### src/rtl/mul_issue_ctrl_pkg.sv
// Shared op encodings, FSM states and word-select helper
// for the EX-stage multiply issue controller.
package mul_issue_ctrl_pkg;

  localparam int MUL_OP_W = 2;

  localparam logic [MUL_OP_W-1:0] MUL_OP_MUL_W   = 2'b00;
  localparam logic [MUL_OP_W-1:0] MUL_OP_MULH_W  = 2'b01;
  localparam logic [MUL_OP_W-1:0] MUL_OP_MULH_WU = 2'b10;

  typedef enum logic [1:0] {
    ST_IDLE = 2'd0,
    ST_CALC = 2'd1,
    ST_HOLD = 2'd2
  } mul_state_e;

  // Encoding 11 aliases MUL.W, so only the two MULH codes pick the high word.
  function automatic logic [31:0] mul_word_sel(
    input logic [MUL_OP_W-1:0] op,
    input logic [63:0]         prod
  );
    if (op == MUL_OP_MULH_W || op == MUL_OP_MULH_WU)
      return prod[63:32];
    return prod[31:0];
  endfunction

endpackage

### src/rtl/mul_issue_ctrl_wallace_mul.sv
// 32x32 multiplier with one register stage; the product
// appears on result the cycle after the operands are driven.
module Wallace_Mul (
  input  logic        mul_clk,
  input  logic        resetn,
  input  logic        mul_signed,
  input  logic [31:0] x,
  input  logic [31:0] y,
  output logic [63:0] result
);

  logic [63:0] xe;
  logic [63:0] ye;
  logic [63:0] result_d;
  logic [63:0] result_q;

  // 64-bit sign/zero extension keeps the truncated product exact.
  always_comb begin
    xe       = {{32{mul_signed & x[31]}}, x};
    ye       = {{32{mul_signed & y[31]}}, y};
    result_d = xe * ye;
  end

  always_ff @(posedge mul_clk) begin
    if (!resetn) result_q <= '0;
    else         result_q <= result_d;
  end

  assign result = result_q;

endmodule

### src/rtl/mul_issue_ctrl.sv
// EX-stage sequencer for MUL.W / MULH.W / MULH.WU around Wallace_Mul:
// handshake in, one-cycle latency, hold under backpressure, flush cancel.
module mul_issue_ctrl
  import mul_issue_ctrl_pkg::*;
#(
  parameter int TAG_W = 5
) (
  input  logic                clk,
  input  logic                reset,
  input  logic                flush,
  input  logic                in_valid,
  output logic                in_ready,
  input  logic [MUL_OP_W-1:0] in_op,
  input  logic [31:0]         in_src1,
  input  logic [31:0]         in_src2,
  input  logic [TAG_W-1:0]    in_tag,
  output logic                out_valid,
  input  logic                out_ready,
  output logic [31:0]         out_result,
  output logic [TAG_W-1:0]    out_tag
);

  mul_state_e          state_q, state_d;
  logic [MUL_OP_W-1:0] op_q, op_d;
  logic [TAG_W-1:0]    tag_q, tag_d;
  logic [31:0]         hold_result_q, hold_result_d;
  logic [TAG_W-1:0]    hold_tag_q, hold_tag_d;

  logic        accept;
  logic        mul_signed;
  logic [63:0] product;
  logic [31:0] sel_word;

  assign mul_signed = (in_op == MUL_OP_MULH_W);

  Wallace_Mul u_wallace_mul (
    .mul_clk    (clk),
    .resetn     (~reset),
    .mul_signed (mul_signed),
    .x          (in_src1),
    .y          (in_src2),
    .result     (product)
  );

  assign sel_word = mul_word_sel(op_q, product);

  always_comb begin
    state_d       = state_q;
    op_d          = op_q;
    tag_d         = tag_q;
    hold_result_d = hold_result_q;
    hold_tag_d    = hold_tag_q;
    out_valid     = 1'b0;
    out_result    = '0;
    out_tag       = '0;

    in_ready = ~flush & ~reset & ((state_q == ST_IDLE) | out_ready);
    accept   = in_valid & in_ready;

    if (accept) begin
      op_d  = in_op;
      tag_d = in_tag;
    end

    unique case (state_q)
      ST_IDLE: begin
        if (accept) state_d = ST_CALC;
      end
      ST_CALC: begin
        out_valid  = 1'b1;
        out_result = sel_word;
        out_tag    = tag_q;
        if (out_ready) begin
          state_d = accept ? ST_CALC : ST_IDLE;
        end else begin
          // Multiplier output is gone next cycle, so park it here.
          state_d       = ST_HOLD;
          hold_result_d = sel_word;
          hold_tag_d    = tag_q;
        end
      end
      ST_HOLD: begin
        out_valid  = 1'b1;
        out_result = hold_result_q;
        out_tag    = hold_tag_q;
        if (out_ready) state_d = accept ? ST_CALC : ST_IDLE;
      end
      default: state_d = ST_IDLE;
    endcase

    if (flush) state_d = ST_IDLE;

    if (reset) begin
      out_valid  = 1'b0;
      out_result = '0;
      out_tag    = '0;
    end
  end

  always_ff @(posedge clk) begin
    if (reset) begin
      state_q       <= ST_IDLE;
      op_q          <= '0;
      tag_q         <= '0;
      hold_result_q <= '0;
      hold_tag_q    <= '0;
    end else begin
      state_q       <= state_d;
      op_q          <= op_d;
      tag_q         <= tag_d;
      hold_result_q <= hold_result_d;
      hold_tag_q    <= hold_tag_d;
    end
  end

endmodule
### config.mk
export PLATFORM = sky130hd
export DESIGN_NAME = mul_issue_ctrl
export DESIGN_NICKNAME = d
export VERILOG_FILES = /design/src/rtl/mul_issue_ctrl_pkg.sv /design/src/rtl/mul_issue_ctrl_wallace_mul.sv /design/src/rtl/mul_issue_ctrl.sv
export SDC_FILE = /design/constraint.sdc
export NUM_CORES = 2
export LEC_CHECK = 0
export ABC_AREA = 1
export CORE_ASPECT_RATIO = 1.1
export CORE_MARGIN = 4
export CORE_UTILIZATION = 35
export CTS_BUF_LIST = sky130_fd_sc_hd__clkbuf_8
export DETAILED_ROUTE_END_ITERATION = 7
export HOLD_SLACK_MARGIN = 0.02
export PLACE_DENSITY = 0.55
export SYNTH_ARGS = -nofsm -noshare
export SYNTH_HDL_FRONTEND = slang
export SYNTH_HIERARCHICAL = 1
export SYNTH_SLANG_ARGS = --single-unit
### constraint.sdc
create_clock -name clk -period 15.2 [get_ports clk]
set_input_delay 1.52 -clock clk [delete_from_list [all_inputs] [get_ports clk]]
set_output_delay 1.52 -clock clk [all_outputs]
set_load 0.005 [all_outputs]
==> impl_metrics.py <==
metrics = {
    "clocking": {
        "cts_root_buffer": "clkbuf_8",
        "cts_tree": "built",
        "worstSkewPairLatency_ns": 0.40,
        "htree_num_levels": 3,
        "cts_made_buffers": 9,
        "cts_resized": 0,
        "cts_sinks": 110,
        "post_cts.repair.setup_buffers": 0,
        "clockBufferDepth": 2,
        "hold_buffers": 0,
        "path_clk_slew_ns": 0.13,
    },
    "grt": {
        "grt_pass1_vias": 38150,
        "grtUsageTotal": 0.2137,
        "grt_max_degree": 62,
        "antenna_found_initial": 3,
        "grt_overflow": 0,
        "grt_pass1_wl_mm": 220.0,
    },
    "die": {
        "die_w_um": 347.7,
        "num_rows": 136,
        "initial_utilization": 0.3537,
        "core_um2": 125600,
        "boundaryPins": 115,
        "die_h_um": 381.7,
        "die_area_um2": 132700,
    },
    "placed_design": {
        "io_buffers": 114,
        "placedCellCount": 7157,
        "finalWeightedCongestion": 0.9275,
        "hpwl_mm": 106.5,
    },
    "timing": {
        "hold_viol": 0,
        "grt_setup_unrepaired": "no",
        "clock_skew_ns": 0.01245,
        "fin_crit_sh": 0.6694,
        "max_freq_mhz": 98.29,
        "slew_headroom": 0.2164,
        "slew_viol_final": 0,
        "worst_slew_pin_slew_ns": 1.171,
        "setup_violations": 0,
        "post-route-min-period_ns": 10.17,
        "tns_ns": 0,
        "hold_ws_ns": 0.4858,
    },
    "routing": {
        "vias": 34360,
        "drtAntennaViolNets": 0,
        "wirelength_mm": 136.9,
        "routed_via_density": 4.790,
        "wl_per_cell_um": 19.09,
        "drt_iter0_drc": 2089,
        "drc": 0,
        "drt-pass1-iter-count": 5,
    },
    "synthesis": {
        "syn_inst": 5616,
        "synthTopCellsByArea": "fa_1, inv_1, nand2_1",
        "yosysWarnings": 6,
        "synth_top_area_frac": 0.5070,
        "yosysTopAreaCell": "fa_1",
        "ys_ff_latch": 110,
        "synth_nets": 7033,
        "ys_seq_area_frac": 0.04957,
        "synth_cell_types": 50,
        "syn_area_um2": 44420,
        "syn_avg_cell_area_um2": 7.910,
    },
    "layout": {
        "syn_to_final_growth_pct": 5.870,
        "ff_latch_area_um2": 2202,
        "fin_cells": 7173,
        "multi_input_area_um2": 34810,
        "layout.nets": 6929,
        "drive_above_1_share": 0.04350,
        "nFillCells": 13180,
        "diodes": 0,
    },
    "worst_setup_path": {
        "cp_max_fo": 19,
        "cp_slowest_cell": "fa_1",
        "cp.required_ns": 15.51,
        "critPathArrivalTime_ns": 10.48,
        "slowest_delay_ns": 1.07,
        "startpoint_type": "input port",
        "critPathCaptureType": "register",
        "crit_type": "input port to register",
    },
    "run_status": {
        "outcome": "completed",
    },
    "run": {
        "cap_violations": 0,
    },
    "hold_path": {
        "hold_class": "register to register",
    },
}
[metal layers]
| metal | global-route usage | part of all wire | vias to the layer above |
|---|---|---|---|
| met3 | 0.03179 | 0.063 | 275 |
| met2 | 0.3725 | 0.49 | 1179 |
| met5 | 0 | 0.00018 | - |
| met4 | 0.06360 | 0.037 | 4 |
| li1 | - | - | 15420 |
| met1 | 0.2752 | 0.41 | 17480 |
[final timing paths]
kind / startpoint / to / slack, ns / cells past startpoint
min reg2reg: tag_q[0] / tag_q[0] / 0.49 / 2
max reg2reg: state_q[1] / hold_result_q[27] / 12.63 / 8
max: in_op[0] / u_wallace_mul/result[51] / 5.03 / 31
min: tag_q[0] / tag_q[0] / 0.49 / 2
[worst max-delay path, delay by kind of cell]
| family | cells | cell delay, ns |
|---|---|---|
| adder cells (fa/ha/maj) | 9 | 4.99 |
| AND/OR/NAND/NOR | 12 | 2.07 |
| buffers and inverters | 10 | 1.85 |
[layout make-up]
type                            count  area share
Inverter                         1626      0.1300
Multi-Input combinational cell   3584      0.7402
Timing Repair Buffer              181     0.03464
Clock buffer                       10    0.002926
Sequential cell                   110     0.04682
Tap cell                         1656     0.04406
Clock inverter                      6    0.001357
[cells in the final DEF (no fill, tap or decap), types with 2 or more instances in the layout]
master           count
fa_1              1125
nor4_1               2
o21bai_1             8
xnor2_1              4
a21oi_1            142
a21oi_2             31
o21ai_1             42
o21a_1              14
nand3_1             57
clkdlybuf4s50_1    111
buf_4               67
nand2_2             81
or2_2                5
a211oi_1             5
dfxtp_1            110
o21ai_0             78
clkinv_4             2
inv_1             1617
a21o_1               5
inv_2                7
nand3_2              5
nand4_1              3
nor2_2               8
nand3b_1             4
clkbuf_8            10
nor3_1              12
nor4_2               3
inv_8                3
xor2_1               5
buf_2                3
ha_1               215
nand2_4              4
nand2_1           1423
o211ai_2             2
a31oi_1              4
nor2_1             287
[cell families after synthesis]
kind of cell             share of synthesized area
buffers and inverters                       0.1669
AND/OR/NAND/NOR                             0.1712
adder cells (fa/ha/maj)                     0.5678
AO/OA/AOI/OAI                              0.04270
flip-flops                                 0.04957
XOR/XNOR                                  0.001774
[per-stage QoR]
stage,cell area [um^2],setup slack [ns],util
after CTS,47030,4.953,0.3745
after global placement,46830,4.579,0.3729
after detailed placement,46830,4.528,0.3729
after global routing,47030,4.468,0.3745
final,47030,5.026,0.3745
after floorplan,44420,6.530,-
[registers in the layout, summed over array words and instances (netlist names)]
signal / count
hold_result_q: 32
op_q: 2
u_wallace_mul/result: 64
tag_q: 5
state_q: 2
hold_tag_q: 5
[synthesized netlist by cell type, drive strengths merged]
master / number
nor2: 296
dfxtp: 110
and2: 1
ha: 216
nand3: 63
nor3: 13
a31oi: 4
nand3b: 4
a211oi: 5
or2: 6
o21bai: 8
o21a: 14
nor3b: 1
nand2: 1508
nand4: 3
a21oi: 173
xor2: 5
nor4: 5
o21ai: 121
fa: 1125
buf: 27
clkbuf: 268
a21o: 5
a21boi: 1
inv: 1626
xnor2: 4
dlymetal6s2s: 1
o211ai: 3
Power is not shown: default switching activity piles up to over one toggle a cycle in this logic, so the estimate is an artifact.
